### config.mk
export PLATFORM = sky130hd
export DESIGN_NAME = if_fetch_stage
export DESIGN_NICKNAME = d
export VERILOG_FILES = /design/src/rtl/if_fetch_stage.sv
export SDC_FILE = /design/constraint.sdc
export NUM_CORES = 1
export LEC_CHECK = 0
export ABC_AREA = 1
export BUFFER_PORTS_ARGS = -buffer_cell sky130_fd_sc_hd__buf_4
export CORE_MARGIN = 2
export CORE_UTILIZATION = 25
export DETAILED_ROUTE_END_ITERATION = 16
export SKIP_LAST_GASP = 1
export SLEW_MARGIN = 20
export SYNTH_ARGS = -nofsm -noshare
export SYNTH_HDL_FRONTEND = slang
export SYNTH_SLANG_ARGS = --single-unit
### constraint.sdc
create_clock -name clk -period 2.1 [get_ports clk]
set_clock_uncertainty 0.15 [all_clocks]
set_input_delay 0.105 -clock clk [delete_from_list [all_inputs] [get_ports clk]]
set_output_delay 0.105 -clock clk [all_outputs]
set_load 0.05 [all_outputs]
### src/rtl/if_fetch_stage.sv
// Instruction-fetch stage: owns the PC and drives it to instr_mem.
// Captures the returned word into the IF/ID register; handles stall/flush/redirect/halt.
module if_fetch_stage #(
    parameter logic [31:0] RESET_PC     = 32'h0000_0000,
    parameter logic [31:0] NOP_INSTR    = 32'h0000_0013,
    parameter logic [31:0] EBREAK_INSTR = 32'h0010_0073
) (
    input  logic        clk,
    input  logic        rst,
    input  logic        stall_i,
    input  logic        flush_i,
    input  logic        redirect_i,
    input  logic [31:0] redirect_pc_i,
    output logic [31:0] imem_addr_o,
    input  logic [31:0] imem_data_i,
    output logic [31:0] ifid_instr_o,
    output logic [31:0] ifid_pc_o,
    output logic [31:0] ifid_pc4_o,
    output logic        ifid_valid_o,
    output logic        halted_o,
    output logic        misalign_o,
    output logic [31:0] fetch_cnt_o
);

    typedef enum logic [1:0] {
        S_BOOT,
        S_RUN,
        S_HALT,
        S_ERR
    } state_t;

    state_t      state;
    logic [31:0] pc;
    logic [31:0] pc_plus4;
    logic        target_aligned;
    logic        is_ebreak;

    always_comb begin
        pc_plus4       = pc + 32'd4;
        target_aligned = (redirect_pc_i[1:0] == 2'b00);
        is_ebreak      = (imem_data_i == EBREAK_INSTR);
    end

    assign imem_addr_o = pc;

    // A bubble only replaces instr/valid; ifid_pc/pc4 keep their last values.
    always_ff @(posedge clk) begin
        if (rst) begin
            state        <= S_BOOT;
            pc           <= RESET_PC;
            ifid_instr_o <= NOP_INSTR;
            ifid_pc_o    <= '0;
            ifid_pc4_o   <= '0;
            ifid_valid_o <= 1'b0;
            halted_o     <= 1'b0;
            misalign_o   <= 1'b0;
            fetch_cnt_o  <= '0;
        end else begin
            case (state)
                S_BOOT: begin
                    ifid_instr_o <= NOP_INSTR;
                    ifid_valid_o <= 1'b0;
                    state        <= S_RUN;
                end

                S_RUN: begin
                    if (redirect_i) begin
                        ifid_instr_o <= NOP_INSTR;
                        ifid_valid_o <= 1'b0;
                        if (target_aligned) begin
                            pc <= redirect_pc_i;
                        end else begin
                            misalign_o <= 1'b1;
                            state      <= S_ERR;
                        end
                    end else if (flush_i) begin
                        // pc holds so the killed word is refetched next cycle
                        ifid_instr_o <= NOP_INSTR;
                        ifid_valid_o <= 1'b0;
                    end else if (!stall_i) begin
                        ifid_instr_o <= imem_data_i;
                        ifid_pc_o    <= pc;
                        ifid_pc4_o   <= pc_plus4;
                        ifid_valid_o <= 1'b1;
                        fetch_cnt_o  <= fetch_cnt_o + 32'd1;
                        if (is_ebreak) begin
                            halted_o <= 1'b1;
                            state    <= S_HALT;
                        end else begin
                            pc <= pc_plus4;
                        end
                    end
                end

                S_HALT: begin
                    ifid_instr_o <= NOP_INSTR;
                    ifid_valid_o <= 1'b0;
                    if (redirect_i) begin
                        halted_o <= 1'b0;
                        if (target_aligned) begin
                            pc    <= redirect_pc_i;
                            state <= S_RUN;
                        end else begin
                            misalign_o <= 1'b1;
                            state      <= S_ERR;
                        end
                    end
                end

                S_ERR: begin
                    ifid_instr_o <= NOP_INSTR;
                    ifid_valid_o <= 1'b0;
                    misalign_o   <= 1'b1;
                end

                default: begin
                    state <= S_ERR;
                end
            endcase
        end
    end

endmodule

==> flow_summary.toml, run 1 <==
[route]
wirelength_mm = 31.0
first_pass_iters = 5
wl_per_cell_um = 15.9
drc = 0
vias = 9124
ant_nets = 0
drtIter0Drc = 598
viasPerCell = 4.66

[place]
portBuffers = 231
dp_slack_ps = -49.5
dp.final_hpwl_mm = 21.7
routabilityCongestion = 0.874

[grt]
grtUsageTotal_pct = 18.0
grt_pass1_vias = 8736
grt_max_degree = 147
use_met3_pct = 4.10
grt_use_met1_pct = 23.4
gr-total-overflow = 0
grtUsageMet2_pct = 28.3
busiest_layer = "met2"
antenna_found_initial = 1
grt_pass1_wl_mm = 47.3

[setup_path]
cp_max_fo = 5
critPathArrivalTime_ps = 2220
crit_end = "ifid_valid_o"
slowest_delay_ps = 560
setup.worst_path.class = "flop to flop"
worstSetupStartpointType = "flop"
crit_path_end_kind = "flop"
crit_required_ps = 2330
worstReg2RegEnd = "ifid_valid_o"
path_cells = "inv_2 > ha_4 > inv_2 > nor2_4 > nand2_2 > nor2_4 > nand2_1 > dlygate4sd3_1 > a21oi_1"
crit_cells = 9
r2r_cells = 9
ff2ff_setup_slack_ps = 110
cp_slowest_cell = "dlygate4sd3_1"
cp_top_family = "buffers and inverters"
crit_buf_inv = 3
reg2reg_from = "state[1]"
critPathLaunch = "state[1]"

[die]
ios = 232
chipHeight_um = 184
start_util_pct = 25.5
dieArea_um2 = 33700
rows = 65
die_w_um = 184
core_area_um2 = 31600

[sta]
rsz0062_at_grt = "true"
setup_viol = 0
finalMaxSlewViolations = 0
fin_crit_ps = 1990
fin_tns_setup_ps = 0
post-route-period-util_pct = 94.8
timing_hold_violations_final = 0
max_slew_margin_pct = 65.4
fmax_mhz = 502
final.setup.worst_slack_ps = 109
worst_pin_slew_ps = 519
hold-worst-slack_ps = 28.2

[outcome]
status = "completed"

[synth]
synth_cells = 1233
seq_area_frac_synth_pct = 40.5
avgSynthCellArea_um2 = 6.54
ys_warn_count = 0
syn_area_um2 = 8060
synth.net_count = 1308
ys_ff_latch = 163
yosysUniqueCellTypes = 30

[finish]
final_cell_mix = "nand2_1 (328), buf_4 (273), dfxtp_1 (159)"
fin_nets = 1616
drive_above_1_share_pct = 22.6
area.growth.synth_to_final_pct = 48.1
fin_util_pct = 37.7
final_common_cell = "nand2_1"

[clock_tree]
cts-buffers-inserted = 17
htree_levels = 4
insertion_delay_ps = 440
clockRootBuffer = "clkbuf_16"
clk_pin_slew_worst_paths_ps = 70
clockBufferDepth = 2
cts_tree = "built"
clock-sinks = 163

[run]
maxCapViolations = 0

[power_and_ir_drop]
ir_drop_mv = 0.573
p_leak_nw = 5.22
power_density_nw_per_um2 = 1070

[min_path]
hold_class = "input pin to flop"
==> through the flow <==
step / total power [W] / std cells / area, um^2
global route: 0.0135 / 1956 / 11900
global placement: 0.00907 / 1852 / 10500
detailed placement: 0.00912 / 1852 / 10500
floorplan: 0.00725 / 1233 / 8060
finish: 0.0128 / 1956 / 11900
CTS: 0.0126 / 1948 / 11700
==> what timing repair did <==
action	CTS	global route
hold endpoints to repair	65	0
resized for setup	1	35
buffers inserted	0	6
cloned	0	1
pin swaps	0	7
endpoints found under the setup margin	14	139
hold buffers	65	0
==> cell type report <==
cell class	instances	area, um^2
Fill cell	3328	19700
Multi-Input combinational cell	875	4130
Sequential cell	163	3270
Timing Repair Buffer	347	2890
Inverter	137	522
Tap cell	402	503
Clock buffer	22	474
Clock inverter	9	153
Antenna cell	1	2.50
==> flip-flops by register name, summed over array words and instances, names as in the netlist <==
name          count
fetch_cnt_o      32
halted_o          1
imem_addr_o      32
ifid_instr_o     32
ifid_pc4_o       30
ifid_pc_o        32
misalign_o        1
state             2
ifid_valid_o      1
==> synthesized netlist by cell type <==
cell / n / area [um^2]
nand4_1: 12 / 75.1
o211ai_1: 27 / 203
xor2_1: 14 / 123
inv_1: 132 / 495
a31oi_1: 2 / 12.5
nor3_1: 24 / 120
nor2_2: 3 / 18.8
nand2_1: 334 / 1250
dfxtp_1: 163 / 3260
clkbuf_1: 35 / 131
nor2_4: 2 / 22.5
o21ai_0: 78 / 390
nor2_1: 161 / 604
buf_2: 18 / 90.1
a211oi_1: 1 / 7.51
a21oi_1: 122 / 611
o22ai_1: 3 / 18.8
nor3_4: 1 / 16.3
inv_2: 5 / 18.8
nand3b_1: 7 / 52.6
nand3_1: 61 / 305
nor3b_1: 2 / 15.0
o21bai_1: 2 / 15.0
o21a_1: 1 / 7.51
o21ai_1: 5 / 25.0
nor3_2: 2 / 20.0
and2_1: 2 / 12.5
ha_1: 6 / 75.1
nand2_2: 3 / 18.8
buf_4: 5 / 37.5
==> routing by layer <==
layer	share of wire (%)	wire (um)
met4	3.6	1120
met2	45	14100
met3	6.0	1850
met1	45	14000
met5	0	0
==> worst min path at each step <==
| stage | from | slack, ps | to | cells after the start |
|---|---|---|---|---|
| after floorplan | imem_data_i[0] | 90 | ifid_instr_o[0] | 2 |
| after global placement | imem_data_i[1] | 190 | ifid_instr_o[1] | 3 |
| after detailed placement | imem_data_i[0] | 200 | ifid_instr_o[0] | 3 |
| after CTS | redirect_pc_i[3] | 3 | imem_addr_o[3] | 5 |
| after global routing | redirect_pc_i[3] | 60 | imem_addr_o[3] | 5 |
| final | redirect_pc_i[3] | 30 | imem_addr_o[3] | 5 |
==> worst register-to-register path, stage by stage, from the launching register on <==
cell	delay (ps)
dfxtp_4	360
inv_2	80
ha_4	140
inv_2	50
nor2_4	170
nand2_2	110
nor2_4	140
nand2_1	70
dlygate4sd3_1	560
a21oi_1	120
==> cell families after synthesis <==
kind of cell	share of synthesized area, %
AO/OA/AOI/OAI	16.0
XOR/XNOR	1.52
AND/OR/NAND/NOR	31.5
buffers and inverters	9.60
flip-flops	40.5
adder cells (fa/ha/maj)	0.932
==> power by group <==
| part | internal, W | switching [W] | leakage [nW] |
|---|---|---|---|
| Sequential | 0.00350 | 0.000436 | 1.32 |
| Combinational | 0.00188 | 0.00356 | 3.59 |
| Clock | 0.00208 | 0.00132 | 0.310 |
| Total | 0.00746 | 0.00531 | 5.22 |
Note: power is estimated with default switching activity, not from simulation.
==> run 2: changes to the inputs <==
--- a/config.mk
+++ b/config.mk
@@ -10,7 +10,7 @@
 export CORE_MARGIN = 2
 export CORE_UTILIZATION = 25
 export DETAILED_ROUTE_END_ITERATION = 16
-export SKIP_LAST_GASP = 1
+export REMOVE_ABC_BUFFERS = 1
 export SLEW_MARGIN = 20
 export SYNTH_ARGS = -nofsm -noshare
 export SYNTH_HDL_FRONTEND = slang
==> constraint.sdc (replaced) <==
create_clock -name clk -period 2.1 [get_ports clk]
set_clock_uncertainty 0.15 [all_clocks]
set_input_delay 0.42 -clock clk [delete_from_list [all_inputs] [get_ports clk]]
set_output_delay 0.42 -clock clk [all_outputs]
set_load 0.05 [all_outputs]
==> run 2 against run 1 <==
Net effect: register-to-register slack lost 40 ps; critical path type unchanged; combinational power rose by 2%; critical endpoint is now imem_addr_o[8]; design area is 5.5% lower.
==> flow_summary.toml, run 2 (same netlist as run 1, synthesis figures left out) <==
[setup_path]
reg2reg_from = "state[1]"
ff2ff_setup_slack_ps = 70
cp_slowest_cell = "dfxtp_2"
crit_buf_inv = 4
path_common_cell = "nand2_4"
cp_top_family = "simple AND/OR/NAND/NOR gates"
setup.worst_path.class = "flop to flop"
r2r_cells = 12
worstSetupStartpointType = "flop"
cp_max_fo = 7
critPathArrivalTime_ps = 2210
slowest_delay_ps = 340
crit_path_end_kind = "flop"
crit_required_ps = 2280
path_cells = "inv_2 > ha_4 > inv_4 > nor2_4 > buf_6 > nand2_4 > nand2_4 > nor3_4 > nand2_4 > buf_12 > a21oi_1 > nor3_1"
worstReg2RegEnd = "imem_addr_o[8]"

[finish]
diodes = 0
fin_nets = 1554
final_cell_mix = "nand2_1 (332), buf_4 (270), dfxtp_1 (161)"
final_common_cell = "nand2_1"
fin_area_um2 = 11300
fillers = 3375
area.growth.synth_to_final_pct = 40.1
drive_above_1_share_pct = 23.4

[clock_tree]
htree_levels = 4
cts_tree = "built"
clockBufferDepth = 2
clk_pin_slew_worst_paths_ps = 80
cts_hold_buffers = 0
clockRootBuffer = "clkbuf_16"
cts-buffers-inserted = 17
clock-sinks = 163
insertion_delay_ps = 450

[die]
core_area_um2 = 31600
rows = 65
die_w_um = 184
chipHeight_um = 184
dieArea_um2 = 33700
start_util_pct = 25.5
ios = 232

[route]
ant_nets = 0
first_pass_iters = 5
drtIter0Drc = 646
drc = 0
wl_per_cell_um = 15.5
wirelength_mm = 29.3
viasPerCell = 4.64
vias = 8788

[grt]
gr-total-overflow = 0
grt_max_degree = 76
grtUsageTotal_pct = 16.9
antenna_found_initial = 0
grt_pass1_wl_mm = 44.4
grt_pass1_vias = 8088

[min_path]
hold_path_end = "ifid_instr_o[4]"
worstHoldStart = "imem_data_i[4]"
whs_path_depth = 3
hold_class = "input pin to flop"

[sta]
finalMaxSlewViolations = 0
max_slew_margin_pct = 69.1
timing_hold_violations_final = 0
worst_pin_slew_ps = 460
post-route-period-util_pct = 96.5
fmax_mhz = 493
setup_viol = 0
fin_crit_ps = 2030
final.setup.worst_slack_ps = 73.3

[power_and_ir_drop]
internal-power_w = 0.00713
p_leak_nw = 4.95
swShare_pct = 43.8
totalPowerFinal_w = 0.0127
combPwrFrac_pct = 43.7
ir_drop_mv = 0.528
power_density_nw_per_um2 = 1120
power_switching_w = 0.00556
power_frac_clock_pct = 25.2
power_frac_seq_pct = 31.1

[place]
portBuffers = 231
dpl_cell_area_um2 = 10600
routabilityCongestion = 0.881
dp.final_hpwl_mm = 21.5
dp_slack_ps = 37.2

[run]
maxCapViolations = 0

[outcome]
status = "completed"
==> run 2: worst max path at each step <==
stage | start | to | slack (ps) | depth (start not counted)
global route | state[1] | imem_addr_o[22] | -10 | 14
finish | state[1] | imem_addr_o[8] | 70 | 12
floorplan | state[1] | fetch_cnt_o[23] | -1210 | 14
CTS | state[0] | fetch_cnt_o[25] | 20 | 12
detailed placement | imem_data_i[16] | imem_addr_o[22] | 40 | 13
global placement | imem_data_i[16] | imem_addr_o[22] | 40 | 13
==> run 2: power groups by stage <==
stage	Sequential, W	Clock, W	Combinational [W]
6_report	0.00394	0.00320	0.00555
3_3_place_gp	0.00398	0	0.00508
4_1_cts	0.00392	0.00329	0.00518
5_1_grt	0.00400	0.00342	0.00597
3_5_place_dp	0.00398	0	0.00516
2_1_floorplan	0.00518	0	0.00194
==> run 2: worst reg2reg max path, stage by stage, from the launching register on <==
cell,delay (ps)
dfxtp_2,340
inv_2,50
ha_4,160
inv_4,60
nor2_4,40
buf_6,120
nand2_4,60
nand2_4,50
nor3_4,300
nand2_4,170
buf_12,190
a21oi_1,150
nor3_1,60
==> run 2: area by class of cell <==
class / instances / area [um^2] / share of cell area [%]
multi-input combinational: 875 / 4100 / 36.3
sequential: 163 / 3270 / 29.0
timing repair buffer: 285 / 2320 / 20.5
inverter: 137 / 519 / 4.60
tap: 402 / 503 / 4.46
clock buffer: 18 / 439 / 3.89
clock inverter: 14 / 144 / 1.27
==> run 2: layer usage <==
layer	vias up	GRT usage, %	routed length, um
met4	0	5.73	569
met3	33	4.12	2190
met2	349	27.7	13500
met1	3950	21.6	13100
li1	4456	-	-
met5	-	0	0
==> run 2: repair_timing <==
action,4_1_cts,5_1_grt
setup endpoints to repair,0,74
buffers inserted,0,2
hold endpoints to repair,0,0
resized for setup,0,24
==> run 2: metrics by stage <==
stage	std cells	hold WS, ps	setup TNS, ps	utilization [%]
CTS	1890	42.5	0	35.2
detailed placement	1858	291	0	33.4
floorplan	1175	339	-86310	-
global placement	1858	289	0	33.4
finish	1894	70.4	0	35.7
global route	1894	68.5	-40.3	35.7
